**config.mk**
```make
export PLATFORM = sky130hd
export DESIGN_NAME = chacha_stream_adapter
export DESIGN_NICKNAME = d
export VERILOG_FILES = /design/src/rtl/chacha_stream_adapter.sv
export SDC_FILE = /design/constraint.sdc
export NUM_CORES = 1
export LEC_CHECK = 0
export CAP_MARGIN = 20
export CORE_AREA = 2 2 439 441
export CTS_CLUSTER_DIAMETER = 60
export DETAILED_ROUTE_END_ITERATION = 10
export DIE_AREA = 0 0 441 443
export GPL_TIMING_DRIVEN = 0
export PLACE_DENSITY = 0.41
export SLEW_MARGIN = 15
export SYNTH_ARGS = -nofsm -noshare
export SYNTH_HDL_FRONTEND = slang
export SYNTH_SLANG_ARGS = --single-unit
```
**constraint.sdc**
```tcl
create_clock -name clk -period 4 [get_ports clk]
set_input_delay 0.4 -clock clk [delete_from_list [all_inputs] [get_ports clk]]
set_output_delay 0.4 -clock clk [all_outputs]
set_load 0.02 [all_outputs]
```
**src/rtl/chacha_stream_adapter.sv**
```systemverilog
// chacha_stream_adapter
//
// AXI-Stream front end for a chacha_many core array. Input words are packed
// into a NUMBER_OF_BLOCKS*512-bit block, which is then handed to the core with
// a one-cycle chacha_next_block pulse. When the core reports a valid result,
// the block is streamed back out as 32-bit words. Short final blocks are
// zero-padded, and the padding words are never emitted. TLAST is carried from
// the input frame to the output frame.
//
// Optional feature: define CHACHA_STREAM_BYTESWAP_EN to byte-reverse every word
// on its way into chacha_data_in and on its way out of chacha_data_out. This
// converts between a big-endian host stream and the core's little-endian words.
//
// Ports:
//   clk, reset                      single clock, synchronous active-high reset
//   s_axis_tdata/tvalid/tready/tlast  plaintext input stream
//   m_axis_tdata/tvalid/tready/tlast  ciphertext output stream
//   chacha_data_in                  packed block to the core
//   chacha_next_block               one-cycle start pulse to the core
//   chacha_data_out                 core result
//   chacha_data_valid               core result valid
//   blocks_done                     completed transaction count (wraps)

module chacha_stream_adapter #(
    parameter int unsigned NUMBER_OF_BLOCKS = 1,
    parameter int unsigned TOTAL_BIT_WIDTH  = NUMBER_OF_BLOCKS * 512
) (
    input  logic                       clk,
    input  logic                       reset,

    input  logic [31:0]                s_axis_tdata,
    input  logic                       s_axis_tvalid,
    output logic                       s_axis_tready,
    input  logic                       s_axis_tlast,

    output logic [31:0]                m_axis_tdata,
    output logic                       m_axis_tvalid,
    input  logic                       m_axis_tready,
    output logic                       m_axis_tlast,

    output logic [TOTAL_BIT_WIDTH-1:0] chacha_data_in,
    output logic                       chacha_next_block,
    input  logic [TOTAL_BIT_WIDTH-1:0] chacha_data_out,
    input  logic                       chacha_data_valid,

    output logic [31:0]                blocks_done
);

    localparam int NW = NUMBER_OF_BLOCKS * 16;
    localparam int CW = $clog2(NW) + 1;

    typedef enum logic [2:0] {
        StFill,
        StStart,
        StArm,
        StWait,
        StDrain
    } state_e;

    function automatic logic [31:0] swap_word(input logic [31:0] w);
`ifdef CHACHA_STREAM_BYTESWAP_EN
        return {w[7:0], w[15:8], w[23:16], w[31:24]};
`else
        return w;
`endif
    endfunction

    state_e                     state_q, state_d;
    logic [CW-1:0]              wr_cnt_q, wr_cnt_d;
    logic [CW-1:0]              rd_cnt_q, rd_cnt_d;
    logic [CW-1:0]              len_q, len_d;
    logic                       frame_last_q, frame_last_d;
    logic [1:0]                 arm_cnt_q, arm_cnt_d;
    logic [TOTAL_BIT_WIDTH-1:0] data_q, data_d;
    logic [31:0]                blocks_q, blocks_d;
    logic [31:0]                rd_word;

    always_ff @(posedge clk) begin
        if (reset) begin
            state_q      <= StFill;
            wr_cnt_q     <= '0;
            rd_cnt_q     <= '0;
            len_q        <= '0;
            frame_last_q <= 1'b0;
            arm_cnt_q    <= '0;
            data_q       <= '0;
            blocks_q     <= '0;
        end else begin
            state_q      <= state_d;
            wr_cnt_q     <= wr_cnt_d;
            rd_cnt_q     <= rd_cnt_d;
            len_q        <= len_d;
            frame_last_q <= frame_last_d;
            arm_cnt_q    <= arm_cnt_d;
            data_q       <= data_d;
            blocks_q     <= blocks_d;
        end
    end

    // Select the output word from the core result. The core holds its result
    // stable until the next start pulse, so it is not registered here.
    always_comb begin
        rd_word = '0;
        for (int i = 0; i < NW; i++) begin
            if (rd_cnt_q == CW'(i)) begin
                rd_word = chacha_data_out[32*i +: 32];
            end
        end
    end

    always_comb begin
        state_d           = state_q;
        wr_cnt_d          = wr_cnt_q;
        rd_cnt_d          = rd_cnt_q;
        len_d             = len_q;
        frame_last_d      = frame_last_q;
        arm_cnt_d         = arm_cnt_q;
        data_d            = data_q;
        blocks_d          = blocks_q;
        s_axis_tready     = 1'b0;
        m_axis_tvalid     = 1'b0;
        m_axis_tdata      = '0;
        m_axis_tlast      = 1'b0;
        chacha_next_block = 1'b0;

        unique case (state_q)
            StFill: begin
                s_axis_tready = 1'b1;
                if (s_axis_tvalid) begin
                    for (int i = 0; i < NW; i++) begin
                        if (wr_cnt_q == CW'(i)) begin
                            data_d[32*i +: 32] = swap_word(s_axis_tdata);
                        end
                    end
                    wr_cnt_d = wr_cnt_q + CW'(1);
                    if (wr_cnt_q == CW'(NW - 1) || s_axis_tlast) begin
                        len_d        = wr_cnt_q + CW'(1);
                        frame_last_d = s_axis_tlast;
                        state_d      = StStart;
                    end
                end
            end

            StStart: begin
                chacha_next_block = 1'b1;
                arm_cnt_d         = 2'd2;
                state_d           = StArm;
            end

            // The core may still show valid from the previous block here, so
            // chacha_data_valid is deliberately ignored for three cycles.
            StArm: begin
                if (arm_cnt_q == 2'd0) begin
                    state_d = StWait;
                end else begin
                    arm_cnt_d = arm_cnt_q - 2'd1;
                end
            end

            StWait: begin
                if (chacha_data_valid) begin
                    state_d = StDrain;
                end
            end

            StDrain: begin
                m_axis_tvalid = 1'b1;
                m_axis_tdata  = swap_word(rd_word);
                m_axis_tlast  = frame_last_q && (rd_cnt_q == len_q - CW'(1));
                if (m_axis_tready) begin
                    if (rd_cnt_q == len_q - CW'(1)) begin
                        blocks_d = blocks_q + 32'd1;
                        wr_cnt_d = '0;
                        rd_cnt_d = '0;
                        // Clear on re-entry so a short next block is zero-padded.
                        data_d   = '0;
                        state_d  = StFill;
                    end else begin
                        rd_cnt_d = rd_cnt_q + CW'(1);
                    end
                end
            end

            default: begin
                state_d = StFill;
            end
        endcase
    end

    assign chacha_data_in = data_q;
    assign blocks_done    = blocks_q;

endmodule

```
Yosys cells after proc, flatten, opt, wreduce, memory -nomap -nowiden
Index checks and enable logic that the tools add are counted.
{"block": "totals", "regBits": 565, "elab_cells": 171, "out_inout_bits": 580, "input_bits": 550}
{"block": "op_classes", "n_reduce_logical": 30, "n_eq_ne": 58, "addsub": 5, "n_mux": 55}
{"operator": "2-to-1 mux 512 bit", "n": 3}
{"operator": "2-to-1 mux 32 bit", "n": 33}
{"operator": "one-hot mux 512 bit (2 select lines)", "n": 1}
{"operator": "== test 5 x 4 -> 1 bit (second input constant)", "n": 16}
{"operator": "AND reduction 5 bit", "n": 16}
{"operator": "inequality test 2 bit (second input constant)", "n": 23}
{"operator": "== test 5 x 3 -> 1 bit (second input constant)", "n": 8}
{"operator": "adder 32 x 1 -> 32 bit (second input constant)", "n": 1}
{"operator": "== test 5 x 2 -> 1 bit (second input constant)", "n": 4}
{"operator": "2-to-1 mux 5 bit", "n": 4}
{"operator": "2-to-1 mux 3 bit", "n": 6}
{"operator": "one-hot mux 3 bit (5 select lines)", "n": 1}
{"operator": "adder 5 x 1 -> 5 bit (second input constant)", "n": 2}
{"operator": "== test 5 x 1 -> 1 bit (second input constant)", "n": 2}
{"operator": "logical NOT 5 bit", "n": 2}
{"operator": "one-hot mux 5 bit (2 select lines)", "n": 1}
{"operator": "== test 3 x 2 -> 1 bit (second input constant)", "n": 2}
{"operator": "AND reduction 3 bit", "n": 2}
{"operator": "AND reduction 6 bit", "n": 1}
{"operator": "== test 5 bit", "n": 1}
{"operator": "subtractor 5 x 1 -> 5 bit (second input constant)", "n": 1}
{"operator": "2-to-1 mux 1 bit", "n": 4}
{"operator": "one-hot mux 2 bit (2 select lines)", "n": 1}
{"operator": "AND reduction 2 bit", "n": 2}
{"operator": "10 further kinds", "n": 11}

Depth between registers and ports, before layout
{"block": "depth", "word_depth": 18, "mapped_depth": 12, "mapped_depth_nobuf": 8}

Worst setup path after synthesis
No wires, ideal clock.
{"block": "synth_path", "kind": "register to output", "start": "reg rd_cnt_q[0]", "end": "out m_axis_tdata[0]", "path_buffers": 5, "arrival_ps": 2984, "stages_incl_launch_ff": 13, "setup_slack_ps": 616, "required_ps": 3600, "path_cell_list": "dfxtp_1 ha_1 buf_2 buf_1 clkbuf_1 and3_1 ha_1 buf_1 and4bb_2 nand3b_1 clkbuf_1 o221ai_1 a31oi_1"}
{"block": "synth_via", "elab_chain_cells": 18, "word_cells_on_any_way": 33, "cone_classes": "eq/ne: 15; mux: 17; reduce/logical: 1"}
{"item": "from (decl)", "line_no": "70", "rtl": "logic [CW-1:0] rd_cnt_q, rd_cnt_d;"}
{"item": "from (signal assigned)", "line_no": "91", "rtl": "rd_cnt_q <= rd_cnt_d;"}
{"item": "logical NOT 5 bit", "line_no": "105", "rtl": "if (rd_cnt_q == CW'(i)) begin"}
{"item": "2-to-1 mux 32 bit (15 in a row)", "line_no": "105"}
{"item": "2-to-1 mux 32 bit *", "line_no": "105"}
{"item": "2-to-1 mux 32 bit *", "line_no": "126", "rtl": "unique case (state_q)"}
{"item": "to (decl)", "line_no": "36", "rtl": "output logic [31:0] m_axis_tdata,"}
Every way passes the cells marked *; elsewhere a longest branch is shown, timed or not.

Worst setup path after layout
{"block": "layout_path", "start": "reg rd_cnt_q[0]", "end": "out m_axis_tdata[6]"}
Same word-level chain as after synthesis.

==> metrics.cfg <==
[status]
status = completed

[sta]
setup_viol = 0
finalClockSkew_ns = 0.0418
finalCritPeriodShare_pct = 99.7
slew_headroom_pct = 17.4
hold_slack_ns = 0.199
min_period_ns = 3.99
final_hold_viol_count = 0
maxSlewViolCount = 0
setup-tns-final_ns = 0
tightestPinTransition_ns = 1.24
clock.fmax_mhz = 251

[cts]
clkSinkCount = 565
htreeDepth = 3
clock_latency_ns = 0.74
cts-hold-fix-buffers = 0
cts_tree = yes
root_buffer = clkbuf_16
max-clock-path-buffers = 3
cts_made_buffers = 84
clk_pin_slew_ns = 0.06

[min_path]
holdPathEnd = chacha_data_in[508]
hp-class = in2reg
hold_depth = 4
min_from = s_axis_tdata[28]

[setup_path]
r2r_end = chacha_data_in[334]
crit_fanout = 10
cp.arrival_ns = 3.59
reg2reg_slack_ns = 0.61
r2r_cells = 7
cp-end-kind = output pin
critPathRequiredTime_ns = 3.60
worst-setup-path-type = reg2out
r2r-start = wr_cnt_q[2]
cp-start-kind = flip-flop

[detailed_routing]
ant_nets = 0
vias = 38552
wire_per_inst_um = 32.4
vias_per_cell = 4.84
drc = 0
totalWireLength_um = 258000
drtPass1Iterations = 6
drt_iter0_drc = 2918

[floorplan]
die_x_um = 441
coreArea_sq_um = 191000
die-area_sq_um = 195000
start_util_pct = 16.7
core.rowCount = 161
ios = 1130
die_y_um = 443

[logic_synthesis]
synth_nets = 4696
synth_edf_count = 0
synth_seq_cells = 565
synth_area_per_cell_sq_um = 7.72
ys_types = 78
yosysWarningCount = 0
netlist_area_sq_um = 31900
synthCells = 4133
ys.flop_type = dfxtp_1
synth.yosys.seq_area_share_pct = 35.4
synthArstFlopShare_pct = 0

[grt]
grt_pass1_wl_um = 336000
grt_overflow = 0
grt_max_degree = 14
grt_pass1_vias = 37011
antenna_found_initial = 71
grtUsageTotal_pct = 25.2

[cells_and_area]
multiInputGateArea_sq_um = 19300
final_cells = 7968
fin_nets = 5903
num-fill-cells = 20761
regArea_sq_um = 11300
syn2layout_area_growth_pct = 58.5
drive_above_1_share_pct = 14.7
post-route-util_pct = 26.5

[placed_design]
io_buffers = 1096
gp_congestion = 0.967
dp_hpwl_um = 207000
dp.cells = 7769

[pwr]
p_per_area_nw_per_um2 = 315
seq_power_share_pct = 36.0
combPwrFrac_pct = 14.3
power.internal_mw = 11.2
p_sw_share_pct = 30.0
leakagePower_nw = 16.6
switchingPower_mw = 4.79
power_mw = 16.0
clock_power_share_pct = 49.7
vdd_drop_max_mv = 0.333

[flow_run]
cap_violations = 0

final cells by class:
| class | instances | area share, % |
|---|---|---|
| diodes | 34 | 0.168 |
| plain buffers | 441 | 4.68 |
| clock buffers | 109 | 4.58 |
| clock inverters | 45 | 1.17 |
| inverters | 51 | 0.378 |
| multi-input cells | 3071 | 38.2 |
| flip-flops and latches | 565 | 22.4 |
| well taps | 2526 | 6.24 |
| repair buffers | 1126 | 22.3 |
through the flow:
stage,instance area (sq um),setup WS (ns)
after floorplan,31900,0.616
after global placement,46100,-3.26
after detailed placement,46300,-3.34
after CTS,50400,0.00288
after global routing,50600,-0.00268
final,50600,0.0138
synthesized netlist by cell type (6+ instances only):
library cell	count	area, sq um
o21ai_0	43	215
buf_1	24	90.1
ha_1	13	163
nand4bb_1	6	67.6
nand2_2	17	106
a221o_1	31	310
dfxtp_1	565	11300
a32oi_1	31	272
a211oi_2	201	2510
o21bai_1	23	173
nor4_1	20	125
a21oi_1	297	1490
a311oi_1	36	315
clkbuf_1	272	1020
and3_1	41	257
nor2b_1	253	1580
o22ai_1	63	394
mux2_2	26	293
a31oi_1	62	388
buf_6	36	405
o221ai_1	31	272
buf_4	6	45.0
o311ai_1	31	272
buf_2	107	536
nand2b_1	9	56.3
nor2_1	1003	3760
nand3_1	47	235
nand2_1	222	833
nor3b_1	34	255
a211oi_1	298	2240
inv_1	51	191
nand4_1	107	669
o32ai_1	30	263
nor3_1	19	95.1
worst max-delay path by stage:
stage | startpoint | endpoint | slack, ns | depth (start not counted)
global route | rd_cnt_q[0] | m_axis_tdata[26] | -0.003 | 15
CTS | rd_cnt_q[0] | m_axis_tdata[11] | 0.003 | 10
floorplan | rd_cnt_q[0] | m_axis_tdata[0] | 0.62 | 12
finish | rd_cnt_q[0] | m_axis_tdata[6] | 0.01 | 10
global placement | rd_cnt_q[0] | m_axis_tdata[0] | -3.26 | 13
detailed placement | rd_cnt_q[0] | m_axis_tdata[0] | -3.34 | 13
registers in the layout, summed over array words and instances (netlist names):
signal          flops
chacha_data_in    512
state_q             3
rd_cnt_q            5
arm_cnt_q           2
len_q               5
blocks_done        32
frame_last_q        1
wr_cnt_q            5
per-layer routing:
layer | GRT usage [%] | up-vias | wire length (um)
li1 | - | 17354 | -
met1 | 26.8 | 19071 | 93100
met2 | 45.4 | 1604 | 130000
met3 | 4.00 | 511 | 14100
met4 | 17.1 | 12 | 20700
met5 | 0 | - | 67
power groups by stage:
stage                     sequential (mW)  clock [mW]  combinational [mW]
after floorplan                      5.91           0               0.817
after global placement               5.87           0                2.23
after detailed placement             5.87           0                2.25
after CTS                            5.75        8.13                2.29
after global routing                 5.75        8.32                2.40
final                                5.75        7.93                2.29
cell families (layout without fill, tap and decap cells):
logic type	Yosys count	count (layout)	share of synthesized area [%]
DFF	565	565	35.4
buffers and inverters	497	1772	7.18
AOI/OAI and AO/OA	1203	1203	29.2
muxes	28	28	0.995
other	0	34	0
and+or+nand+nor	1818	1818	26.4
adders and majority gates	13	13	0.509
xor gates and xnor gates	9	9	0.247
critical path, cell delays in order, from the launching register on:
cell and delay, ns:
dfxtp_4 0.35, inv_1 0.11, ha_1 0.19, clkbuf_4 0.26, nand4bb_2 0.25, clkbuf_4 0.31
o22ai_1 0.44, a211oi_1 0.11, o311ai_2 0.48, a31oi_4 0.18, buf_6 0.19
timing repair:
item | CTS | global route
gates resized for setup | 403 | 41
cloned | 2 | 0
setup buffers | 14 | 0
pin swaps | 15 | 6
endpoints found under the setup margin | 36 | 16
placed cells by master, fill, tap and decap left out, types with 13 or more instances in the layout:
cell type	count
nand2_1	220
nor2_1	1000
buf_1	21
inv_1	51
a31oi_1	49
nor3_1	19
clkbuf_16	89
o21ai_0	29
a211oi_2	220
clkbuf_2	43
nand3_1	47
buf_4	29
o21ai_2	13
nor2b_1	252
dfxtp_1	563
a211oi_1	279
clkdlybuf4s50_1	1064
a221o_1	30
a311oi_1	36
clkbuf_4	18
o21bai_1	23
mux2_2	26
o22ai_1	55
nor3b_1	32
nor4_1	20
nand4_1	107
o32ai_1	20
clkbuf_8	17
clkbuf_1	215
o311ai_1	20
clkinv_2	13
nand2_2	17
buf_2	106
diode_2	34
a32oi_1	30
a21oi_1	290
buf_6	56
and3_1	39
(Power assumes the default switching activity.)
